`src/rtl/bus_timer_pkg.sv`:
```
// bus_timer_pkg: register map, CTRL fields and FSM encoding
// shared by the timer, its bus interface and the bench
package bus_timer_pkg;

  localparam int BUS_W  = 32;
  localparam int CNT_W  = 32;
  localparam int CTRL_W = 4;

  localparam logic [1:0] ADDR_CTRL   = 2'd0;
  localparam logic [1:0] ADDR_PRESET = 2'd1;
  localparam logic [1:0] ADDR_COUNT  = 2'd2;
  localparam logic [1:0] ADDR_RSVD   = 2'd3;

  localparam int CTRL_EN      = 0;
  localparam int CTRL_MODE_LO = 1;
  localparam int CTRL_MODE_HI = 2;
  localparam int CTRL_IM      = 3;

  localparam logic [1:0] MODE_ONESHOT = 2'b00;
  localparam logic [1:0] MODE_PULSE   = 2'b01;

  typedef enum logic [1:0] {
    ST_IDLE = 2'd0,
    ST_LOAD = 2'd1,
    ST_CNT  = 2'd2,
    ST_INT  = 2'd3
  } state_e;

endpackage

```
`src/rtl/bus_timer_if.sv`:
```
// bus_timer_if: bridge-side data-bus view of one timer.
// master drives sel/addr/we/byteen/wdata; slave returns rdata, irq.
interface bus_timer_if;
  import bus_timer_pkg::*;

  logic             sel;
  logic [BUS_W-1:0] addr;
  logic             we;
  logic [3:0]       byteen;
  logic [BUS_W-1:0] wdata;
  logic [BUS_W-1:0] rdata;
  logic             irq;

  modport master (
    output sel, addr, we, byteen, wdata,
    input  rdata, irq
  );

  modport slave (
    input  sel, addr, we, byteen, wdata,
    output rdata, irq
  );

endinterface

```
`src/rtl/bus_timer.sv`:
```
// bus_timer: memory-mapped countdown timer with interrupt.
// Ports: clk, reset (sync, active-low), bus (slave: sel/addr/we/byteen/wdata in; rdata/irq out).
module bus_timer
  import bus_timer_pkg::*;
#(
  parameter logic [1:0] IRQ_PULSE_MODE = MODE_PULSE
) (
  input  logic       clk,
  input  logic       reset,
  bus_timer_if.slave bus
);

  state_e            state_q, state_d;
  logic [CTRL_W-1:0] ctrl_q, ctrl_d;
  logic [CTRL_W-1:0] ctrl_fsm;
  logic [CNT_W-1:0]  preset_q, preset_d;
  logic [CNT_W-1:0]  count_q, count_d;
  logic              irq_flag_q, irq_flag_d;

  logic [1:0]        reg_sel;
  logic              wr_ctrl;
  logic              wr_preset;
  logic [BUS_W-1:0]  ctrl_merged;
  logic [BUS_W-1:0]  rdata_c;
  logic              unused_bits;

  function automatic logic [BUS_W-1:0] merge(
    input logic [BUS_W-1:0] old_v,
    input logic [BUS_W-1:0] new_v,
    input logic [3:0]       be
  );
    logic [BUS_W-1:0] r;
    r = old_v;
    for (int i = 0; i < 4; i++) begin
      if (be[i]) r[8*i +: 8] = new_v[8*i +: 8];
    end
    return r;
  endfunction

  assign reg_sel   = bus.addr[3:2];
  assign wr_ctrl   = bus.sel & bus.we
                   & (reg_sel == ADDR_CTRL);
  assign wr_preset = bus.sel & bus.we
                   & (reg_sel == ADDR_PRESET);

  always_comb begin
    state_d    = state_q;
    ctrl_fsm   = ctrl_q;
    count_d    = count_q;
    irq_flag_d = irq_flag_q;
    // any CTRL write acknowledges; a same-cycle set below wins
    if (wr_ctrl && (|bus.byteen)) irq_flag_d = 1'b0;
    unique case (state_q)
      ST_IDLE: begin
        if (ctrl_q[CTRL_EN]) state_d = ST_LOAD;
      end
      ST_LOAD: begin
        count_d = preset_q;
        state_d = ST_CNT;
      end
      ST_CNT: begin
        if (!ctrl_q[CTRL_EN]) begin
          state_d = ST_IDLE;
        end else if (count_q <= CNT_W'(1)) begin
          count_d    = '0;
          irq_flag_d = 1'b1;
          state_d    = ST_INT;
        end else begin
          count_d = count_q - CNT_W'(1);
        end
      end
      ST_INT: begin
        // reserved MODE codes fall back to one-shot
        if (ctrl_q[CTRL_MODE_HI:CTRL_MODE_LO]
            == IRQ_PULSE_MODE) begin
          irq_flag_d = 1'b0;
          state_d    = ST_LOAD;
        end else begin
          ctrl_fsm[CTRL_EN] = 1'b0;
          state_d           = ST_IDLE;
        end
      end
      default: state_d = ST_IDLE;
    endcase
  end

  // bus write merges over the FSM-updated CTRL, so bus bytes win
  assign ctrl_merged = merge(
    {{(BUS_W-CTRL_W){1'b0}}, ctrl_fsm},
    bus.wdata, bus.byteen);

  assign ctrl_d = wr_ctrl ? ctrl_merged[CTRL_W-1:0]
                          : ctrl_fsm;

  assign preset_d = wr_preset
    ? merge(preset_q, bus.wdata, bus.byteen)
    : preset_q;

  always_ff @(posedge clk) begin
    if (!reset) begin
      state_q    <= ST_IDLE;
      ctrl_q     <= '0;
      preset_q   <= '0;
      count_q    <= '0;
      irq_flag_q <= 1'b0;
    end else begin
      state_q    <= state_d;
      ctrl_q     <= ctrl_d;
      preset_q   <= preset_d;
      count_q    <= count_d;
      irq_flag_q <= irq_flag_d;
    end
  end

  always_comb begin
    rdata_c = '0;
    unique case (reg_sel)
      ADDR_CTRL:
        rdata_c = {{(BUS_W-CTRL_W){1'b0}}, ctrl_q};
      ADDR_PRESET: rdata_c = preset_q;
      ADDR_COUNT:  rdata_c = count_q;
      ADDR_RSVD:   rdata_c = '0;
      default:     rdata_c = '0;
    endcase
  end

  assign bus.rdata = rdata_c;
  assign bus.irq   = irq_flag_q & ctrl_q[CTRL_IM];

  assign unused_bits = ^{bus.addr[BUS_W-1:4],
                         bus.addr[1:0],
                         ctrl_merged[BUS_W-1:CTRL_W]};

endmodule

```
`src/flat_wrapper.sv`:
```
// flat-port wrapper written by rule: the top's interface ports become plain ports
module bus_timer_flat import bus_timer_pkg::*;
#(
  parameter logic [1:0] IRQ_PULSE_MODE = MODE_PULSE
)
  (clk, reset, bus_sel, bus_addr, bus_we, bus_byteen, bus_wdata, bus_rdata, bus_irq);
  bus_timer_if bus_i ();
  input  logic clk;
  input  logic reset;
  input wire logic [$bits(bus_i.sel)-1:0] bus_sel;
  input wire logic [$bits(bus_i.addr)-1:0] bus_addr;
  input wire logic [$bits(bus_i.we)-1:0] bus_we;
  input wire logic [$bits(bus_i.byteen)-1:0] bus_byteen;
  input wire logic [$bits(bus_i.wdata)-1:0] bus_wdata;
  output wire logic [$bits(bus_i.rdata)-1:0] bus_rdata;
  output wire logic [$bits(bus_i.irq)-1:0] bus_irq;
  assign bus_i.sel = bus_sel;
  assign bus_i.addr = bus_addr;
  assign bus_i.we = bus_we;
  assign bus_i.byteen = bus_byteen;
  assign bus_i.wdata = bus_wdata;
  assign bus_rdata = bus_i.rdata;
  assign bus_irq = bus_i.irq;
  bus_timer #(.IRQ_PULSE_MODE(IRQ_PULSE_MODE)) u_core (.clk(clk), .reset(reset), .bus(bus_i));
endmodule
```
`config.mk`:
```
export PLATFORM = sky130hd
export DESIGN_NAME = bus_timer_flat
export DESIGN_NICKNAME = d
export VERILOG_FILES = /design/src/rtl/bus_timer_pkg.sv /design/src/rtl/bus_timer_if.sv /design/src/rtl/bus_timer.sv /design/src/flat_wrapper.sv
export SDC_FILE = /design/constraint.sdc
export NUM_CORES = 1
export LEC_CHECK = 0
export ABC_AREA = 1
export ABC_CLOCK_PERIOD_IN_PS = 2100
export BUFFER_PORTS_ARGS = -buffer_cell sky130_fd_sc_hd__buf_2
export CELL_PAD_IN_SITES_DETAIL_PLACEMENT = 1
export CELL_PAD_IN_SITES_GLOBAL_PLACEMENT = 1
export CORE_AREA = 10 10 149 96
export CTS_CLUSTER_DIAMETER = 80
export CTS_CLUSTER_SIZE = 10
export DETAILED_ROUTE_END_ITERATION = 6
export DIE_AREA = 0 0 159 106
export PLACE_DENSITY_LB_ADDON = 0.1
export SETUP_SLACK_MARGIN = 0.3
export SKIP_CTS_REPAIR_TIMING = 1
export SYNTH_ARGS = -nofsm -noshare
export SYNTH_HDL_FRONTEND = slang
export SYNTH_SLANG_ARGS = --single-unit
export TNS_END_PERCENT = 10
```
`constraint.sdc`:
```
create_clock -name clk -period 2.1 [get_ports clk]
set_clock_uncertainty 0.1 [all_clocks]
set_input_delay 0.525 -clock clk [delete_from_list [all_inputs] [get_ports clk]]
set_output_delay 0.525 -clock clk [all_outputs]
set_load 0.1 [all_outputs]
```
==> flow_summary.yaml, run 1 <==
sta:
  finalMaxSlewViolations: 0
  worst_slew_pin_slew_ns: 0.456
  fin_setup_tns_ns: 0
  max_freq_ghz: 0.484
  max_slew_margin_pct: 69.3
  finalSetupViolations: 0
  hold_viol: 0
  fin_crit_ns: 2.06
  rsz0062_at_grt: "yes"
  holdWs_ns: 0.364
  period_share_pct: 98.3
finish:
  instances_no_fill: 881
  area_growth_syn_to_layout_pct: 52.9
  final_layout_size_suffix_gt1_share_pct: 32.0
  layout.nets: 785
  final_cell_mix: "100 x o21ai_0, 85 x nand2_1, 72 x inv_1, 68 x dfxtp_1"
  diodes: 0
  final_common_cell: "o21ai_0"
drt:
  dr.pass1.iters: 5
  viasPerCell: 5.19
  drt_first_iter_violations: 256
  detail_route.drc_violations: 0
  num_vias: 4571
  wire_per_inst_um: 18.7
  postRouteAntennaNets: 0
  wirelength_um: 16500
place:
  gp_congestion: 0.873
  port_buffers: 74
  dpl.hpwl_um: 11800
  dp.cells: 861
synthesis:
  synth_nets: 703
  syn-cell-area_mm2: 0.00420
  seq_area_frac_synth_pct: 33.8
  synth_cell_types: 25
  ys_seq_elements: 71
  synth_edf_count: 0
  yosysTopAreaCellShare_pct: 33.8
  synth_top_area_cell: "dfxtp_1"
  avgSynthCellArea_um2: 6.68
  async_reset_ff_share_pct: 0
  yosys_warnings: 0
  synthCells: 629
  synth.area.top_cells: "dfxtp_1 34%, o21ai_0 12%, nand2_1 8.3%"
  synth_top_flop_cell: "dfxtp_1"
floorplanning:
  die_h_um: 106
  row_count: 31
  fp.dieW_um: 159
  start_util_pct: 36.0
  ios: 105
  core-area_mm2: 0.0117
  die-area_mm2: 0.0169
power:
  p_leak_uw: 0.00247
  peakVddDrop_mv: 0.394
  power.density_mw_per_mm2: 600
  report.power.total_uw: 3860
global_routing:
  antenna_found_initial: 0
  grt_pass1_vias: 4894
  grt_max_degree: 67
  gr-total-overflow: 0
  grtUsageTotal_pct: 18.6
  grt_pass1_wl_um: 25800
job:
  maxCapViolCount: 0
critical_path:
  slowest_delay_ns: 0.22
  cp.arrival_ns: 1.44
  endpoint_kind: "output pin"
  crit_type: "input pin to output pin"
  worst_path_max_delay_cell: "buf_4"
  path_max_fanout: 7
  worst-path-buf-inv: 4
  startpoint_type: "input pin"
  crit_required_ns: 1.47
  path_cells: "buf_6 -> inv_6 -> nand2_8 -> buf_4 -> o22ai_4 -> buf_12"
  critPathTopFamily: "buffers and inverters"
clocking:
  clock_latency_ns: 0.34
  numCtsBuffers: 9
  numClockSinks: 71
  clkTransAtPathRegs_ns: 0.06
  cts_tree: "built"
  cts.path.max_buffers: 2
  cts_root_buf: "clkbuf_16"
  htree_num_levels: 3
worst_hold_path:
  holdCritPathClass: "input pin to register"
run_status:
  outcome: "finished clean"
final timing paths:
path / start / endpoint / slack (ns) / depth (start not counted)
hold / removal: bus_wdata[18] / u_core.preset_q[18]$_SDFFE_PN0P_ / 0.36 / 3
setup reg to reg: u_core.count_q[7]$_SDFFE_PN0P_ / u_core.count_q[29]$_SDFFE_PN0P_ / 0.37 / 10
hold reg to reg: u_core.ctrl_q[0]$_SDFF_PN0_ / u_core.ctrl_q[0]$_SDFF_PN0_ / 0.38 / 2
setup / recovery: bus_addr[2] / bus_rdata[26] / 0.04 / 6
worst register-to-register path, stage by stage, from the launching register on:
cell     delay (ns)
dfxtp_1        0.39
nor2_2         0.25
nand2_1        0.10
nor2_1         0.16
nand2_2        0.13
nor2_1         0.15
nand2_1        0.08
nand2_1        0.08
nor2_1         0.05
nor2_1         0.09
nor2_1         0.04
cells in the mapped netlist (7+ instances only):
cell,count
xor2_1,16
inv_1,78
a21oi_2,11
nand3_1,14
buf_2,10
nor2_4,10
clkbuf_1,16
nor2_1,68
nand2_1,93
o22ai_1,26
o21ai_1,7
a21oi_1,58
o21ai_0,103
nand2_2,25
dfxtp_1,71
layer usage:
| metal | vias up | part of all wire, % | routed length, um | GRT usage (%) |
|---|---|---|---|---|
| met5 | - | 0 | 0 | 0 |
| met4 | 0 | 1.1 | 184 | 4.22 |
| met3 | 15 | 5.5 | 901 | 4.08 |
| met2 | 114 | 44 | 7270 | 28.7 |
| met1 | 2197 | 49 | 8130 | 25.8 |
| li1 | 2245 | - | - | - |
metrics by stage:
step	util [%]	setup WS [ns]	cell area, um2
after detailed placement	50.1	-0.0665	5850
after global routing	55.0	0.00991	6420
after global placement	50.1	-0.0511	5850
after CTS	52.8	-0.0685	6170
final	55.0	0.0354	6420
after floorplan	-	-0.199	4700
final cells by class:
class                           instances  area (um2)
Fill cell                            1411        5250
Multi-Input combinational cell        449        2920
Sequential cell                        71        1430
Timing Repair Buffer                   99        1240
Inverter                               81         314
Clock buffer                           11         233
Tap cell                              165         206
Clock inverter                          5        82.6
registers in the layout (all words and copies together) (netlist names):
name	count
u_core.preset_q	32
u_core.irq_flag_q	1
u_core.state_q	2
u_core.ctrl_q	4
u_core.count_q	32
cell families after synthesis:
logic type,synth area share [%]
AOI/OAI and AO/OA,27.2
and+or+nand+nor,24.7
buffers and inverters,10.4
DFF,33.8
xor gates and xnor gates,3.34
adders and majority gates,0.595
power by group:
| group | switching (uW) | internal (uW) |
|---|---|---|
| registers | 22.7 | 1370 |
| logic | 526 | 281 |
| clock network | 611 | 1040 |
| total | 1160 | 2700 |
No activity file was read; power rests on OpenSTA's default activity.
==> inputs of run 2 (changes only) <==
==> constraint.sdc (replaced) <==
create_clock -name clk -period 2.1 [get_ports clk]
set_clock_uncertainty 0.1 [all_clocks]
set_input_delay 0.21 -clock clk [delete_from_list [all_inputs] [get_ports clk]]
set_output_delay 0.21 -clock clk [all_outputs]
set_load 0.1 [all_outputs]
==> flow_summary.yaml, run 2 (synthesis results as in run 1) <==
drt:
  wire_per_inst_um: 17.9
  drt_first_iter_violations: 224
  num_vias: 4448
  viasPerCell: 5.11
  wirelength_um: 15600
  dr.pass1.iters: 4
  postRouteAntennaNets: 0
  detail_route.drc_violations: 0
place:
  port_buffers: 74
  dp.cells: 853
  gp_congestion: 0.907
  post_dp_cell_area_mm2: 0.00504
  dpl.hpwl_um: 11700
worst_hold_path:
  holdPathStages: 3
  holdPathEnd: "u_core.preset_q[31]$_SDFFE_PN0P_"
  hold_path_startpoint: "bus_wdata[31]"
  holdCritPathClass: "input pin to register"
global_routing:
  grt_pass1_wl_um: 25100
  grt_max_degree: 67
  gr-total-overflow: 0
  grt_pass1_vias: 4597
  antenna_found_initial: 0
  grtUsageTotal_pct: 18.3
floorplanning:
  core-area_mm2: 0.0117
  start_util_pct: 36.0
  row_count: 31
  ios: 105
  die_h_um: 106
  die-area_mm2: 0.0169
  fp.dieW_um: 159
critical_path:
  r2r-start: "u_core.count_q[8]$_SDFFE_PN0P_"
  path_max_fanout: 5
  startpoint_type: "register"
  worst_r2r_path_depth: 9
  cp.arrival_ns: 1.52
  r2r_end: "u_core.count_q[23]$_SDFFE_PN0P_"
  crit_required_ns: 1.79
  crit_type: "register to output pin"
  endpoint_kind: "output pin"
  r2r_setup_slack_ns: 0.31
clocking:
  cts_root_buf: "clkbuf_16"
  htree_num_levels: 3
  cts_tree: "built"
  cts.path.max_buffers: 2
  numClockSinks: 71
  clock_latency_ns: 0.34
  numCtsBuffers: 9
  clkTransAtPathRegs_ns: 0.06
power:
  peakVddDrop_mv: 0.371
  p_leak_uw: 0.00226
  power.density_mw_per_mm2: 667
  report.power.total_uw: 3610
sta:
  worst_slew_pin_slew_ns: 0.626
  rsz0062_at_grt: "yes"
  max_freq_ghz: 0.548
  fin_setup_tns_ns: 0
  finalSetupViolations: 0
  finalMaxSlewViolations: 0
  period_share_pct: 86.9
  fin_crit_ns: 1.83
  hold_viol: 0
  max_slew_margin_pct: 58.2
finish:
  final_common_cell: "o21ai_0"
  layout.nets: 777
  n_fill_cell: 1496
  top_regs: "u_core.count_q (32), u_core.preset_q (32), u_core.ctrl_q (4)"
  fin_area_mm2: 0.00541
  final_cell_mix: "101 x o21ai_0, 91 x nand2_1, 76 x inv_1, 70 x dfxtp_1, 69 x buf_2"
  area_growth_syn_to_layout_pct: 28.7
  multiInputGateArea_mm2: 0.00259
  instances_no_fill: 871
  final_layout_size_suffix_gt1_share_pct: 28.6
  regArea_mm2: 0.00142
  diodes: 0
job:
  maxCapViolCount: 0
run_status:
  outcome: "finished clean"
## run 2: cell count changes in the layout (fill, tap and decap cells not counted), sizes merged
cell / previous run / this run
bufinv: 2 / 1
clkinvlp: 0 / 1
clkbuf: 15 / 11
clkinv: 3 / 2
buf: 95 / 90
## run 2: layout make-up
class	count	share of cell area (%)
well taps	165	3.82
inverters	81	5.67
clock buffers	10	4.42
multi-input cells	449	47.9
clock inverters	4	0.879
repair buffers	91	11.1
flip-flops and latches	71	26.3
## run 2: through the flow
step                hold slack [ns]  util [%]  setup WS [ns]
floorplan                     0.274         -         -0.233
global placement              0.356      43.2          0.141
detailed placement            0.368      43.2         0.0522
CTS                          0.0454      45.6          0.207
global route                 0.0562      46.3          0.172
finish                       0.0481      46.3          0.275
## run 2: worst max path at each step
stage,from,endpoint,slack (ns),cells after the start
after global routing,u_core.count_q[8]$_SDFFE_PN0P_,bus_rdata[8],0.17,3
after CTS,u_core.count_q[0]$_SDFFE_PN0P_,u_core.count_q[23]$_SDFFE_PN0P_,0.21,10
after global placement,bus_addr[2],u_core.preset_q[16]$_SDFFE_PN0P_,0.14,9
after detailed placement,bus_addr[2],u_core.preset_q[14]$_SDFFE_PN0P_,0.05,9
after floorplan,bus_addr[2],bus_rdata[5],-0.23,5
final,u_core.count_q[8]$_SDFFE_PN0P_,bus_rdata[8],0.27,3
## run 2: where the power goes
| part | switching [uW] | total, uW | internal [uW] |
|---|---|---|---|
| Sequential | 22.2 | 1390 | 1370 |
| Combinational | 467 | 685 | 218 |
| Clock | 596 | 1530 | 935 |
| Total | 1090 | 3610 | 2520 |
## run 2: critical path: stages, from the launching register on
cell and delay [ns]:
dfxtp_1 0.47, inv_1 0.10, o22ai_2 0.16, buf_2 0.45
## run 2: routing by layer
metal  up-vias  share of wire [%]  track usage, %
li1       2226                  -               -
met1      2118                 52            25.9
met2        93                 42            27.5
met3        11                5.4            4.28
met4         0               0.83            3.82
met5         -                  0               0
==> inputs of run 3 (changes only) <==
- ABC_CLOCK_PERIOD_IN_PS: 2100 -> 2000
- BUFFER_PORTS_ARGS: -buffer_cell sky130_fd_sc_hd__buf_2 -> -buffer_cell sky130_fd_sc_hd__clkbuf_2
- clock period: 2.1 -> 2 ns (I/O delays scaled with it)
==> flow_summary.yaml, run 3 (synthesis results as in run 1) <==
sta:
  max_freq_ghz: 0.582
  holdWs_ns: 0.0246
  fin_crit_ns: 1.72
  period_share_pct: 85.9
  hold_viol: 0
  max_slew_margin_pct: 58.8
  worst_slew_pin_slew_ns: 0.617
  finalSetupViolations: 0
  finalMaxSlewViolations: 0
  fin_setup_tns_ns: 0
  rsz0062_at_grt: "yes"
worst_hold_path:
  holdPathEnd: "u_core.preset_q[2]$_SDFFE_PN0P_"
  holdPathStages: 3
  holdCritPathClass: "input pin to register"
  hold_path_startpoint: "bus_wdata[2]"
floorplanning:
  fp.dieW_um: 159
  start_util_pct: 36.0
  die_h_um: 106
  ios: 105
  core-area_mm2: 0.0117
  die-area_mm2: 0.0169
  row_count: 31
power:
  power.density_mw_per_mm2: 640
  p_seq_share_pct: 37.0
  clkPwrFrac_pct: 42.7
  peakVddDrop_mv: 0.386
  power.switching_uw: 1220
  swShare_pct: 30.7
  intPower_uw: 2750
  p_comb_share_pct: 20.4
  p_leak_uw: 0.00242
critical_path:
  r2r_end: "u_core.count_q[0]$_SDFFE_PN0P_"
  endpoint_kind: "register"
  startpoint_type: "register"
  cp.arrival_ns: 1.83
  worst_r2r_path_depth: 9
  crit_type: "register to register"
  path_max_fanout: 16
  r2r_setup_slack_ns: 0.28
  r2r-start: "u_core.state_q[1]$_SDFFE_PN0P_"
  crit_required_ns: 2.11
clocking:
  clkTransAtPathRegs_ns: 0.06
  numClockSinks: 71
  numCtsBuffers: 9
  clock_latency_ns: 0.34
  htree_num_levels: 3
  cts.path.max_buffers: 2
  cts_root_buf: "clkbuf_16"
  cts_tree: "built"
global_routing:
  grtUsageTotal_pct: 18.3
  gr-total-overflow: 0
  grt_pass1_vias: 4570
  grt.met2_usage_pct: 27.5
  antenna_found_initial: 0
  use_met1_pct: 25.9
  grtUsageMet3_pct: 4.66
  globalRoute.busiestLayer: "met2"
  grt_pass1_wl_um: 25300
  grt_max_degree: 67
finish:
  top_regs: "u_core.count_q (32), u_core.preset_q (32), u_core.ctrl_q (4)"
  final_layout_size_suffix_gt1_share_pct: 33.3
  layout.nets: 784
  final_cell_mix: "101 x o21ai_0, 87 x nand2_1, 74 x inv_1, 62 x dfxtp_1, 58 x a21oi_1"
  diodes: 0
  final_common_cell: "o21ai_0"
  area_growth_syn_to_layout_pct: 47.5
  fin_area_mm2: 0.00620
run_status:
  outcome: "finished clean"
drt:
  dr.pass1.iters: 4
  wire_per_inst_um: 18.7
  viasPerCell: 5.21
  detail_route.drc_violations: 0
  drt_first_iter_violations: 249
  postRouteAntennaNets: 0
  wirelength_um: 16400
  num_vias: 4582
place:
  gp_congestion: 0.902
  port_buffers: 74
  dpl.hpwl_um: 11800
  post_dp_cell_area_mm2: 0.00560
job:
  maxCapViolCount: 0
[run 3: changes by cell type in the layout (fill, tap and decap cells not counted), moves of 5 or more]
cell      previous run  this run
buf_2               69         0
clkbuf_2             0        42
buf_12               7        37
o22ai_2             25         6
o22ai_4              1        20
nor2_1              60        50
dfxtp_1             70        62
dfxtp_2              1         8
nor2_2               9        14
nor2_4              11        16
[run 3: how the worst max path moves through the flow]
stage	from	cells past startpoint	end	slack, ns
after global routing	u_core.count_q[5]$_SDFFE_PN0P_	10	u_core.count_q[31]$_SDFFE_PN0P_	0.17
after CTS	u_core.count_q[0]$_SDFFE_PN0P_	10	u_core.count_q[23]$_SDFFE_PN0P_	0.09
after global placement	bus_addr[2]	8	u_core.preset_q[10]$_SDFFE_PN0P_	0.14
after detailed placement	bus_addr[2]	8	u_core.preset_q[14]$_SDFFE_PN0P_	0.1
after floorplan	bus_addr[2]	4	bus_rdata[0]	0.08
final	u_core.state_q[1]$_SDFFE_PN0P_	9	u_core.count_q[0]$_SDFFE_PN0P_	0.28
[run 3: cell type report]
| class | count | area [um2] |
|---|---|---|
| clock inverter | 5 | 56.3 |
| timing repair buffer | 98 | 1110 |
| fill | 1426 | 5480 |
| tap | 165 | 206 |
| multi-input combinational | 449 | 2830 |
| sequential | 71 | 1440 |
| clock buffer | 11 | 253 |
| inverter | 81 | 309 |
[run 3: critical path, cell delays in order (launching register included)]
cell and delay, ns:
dfxtp_1 0.32, inv_1 0.12, nor2_4 0.06, inv_2 0.13, nor2_4 0.06, inv_4 0.12
nand2_4 0.09, buf_12 0.16, o21ai_0 0.36, a21oi_2 0.06
[run 3: layer usage]
layer / wire, um / up-vias / share of wire [%]
li1: - / 2241 / -
met1: 8200 / 2213 / 50
met2: 7120 / 114 / 43
met3: 918 / 14 / 5.6
met4: 205 / 0 / 1.2
met5: 0 / - / 0
[run 3: metrics by stage]
stage | utilization [%] | power, uW | setup slack (ns) | cells
after floorplan | - | 1990 | 0.0793 | 629
after global placement | 48.0 | 2200 | 0.143 | 851
after detailed placement | 48.0 | 2230 | 0.0965 | 851
after CTS | 50.6 | 3910 | 0.0869 | 867
after global routing | 53.1 | 4110 | 0.166 | 880
final | 53.1 | 3960 | 0.283 | 880
[run 3: power groups by stage]
stage	clock (uW)	combinational, uW	sequential, uW
6_report	1690	808	1460
5_1_grt	1770	876	1470
4_1_cts	1710	738	1460
3_5_place_dp	0	732	1490
3_3_place_gp	0	712	1490
2_1_floorplan	0	504	1490
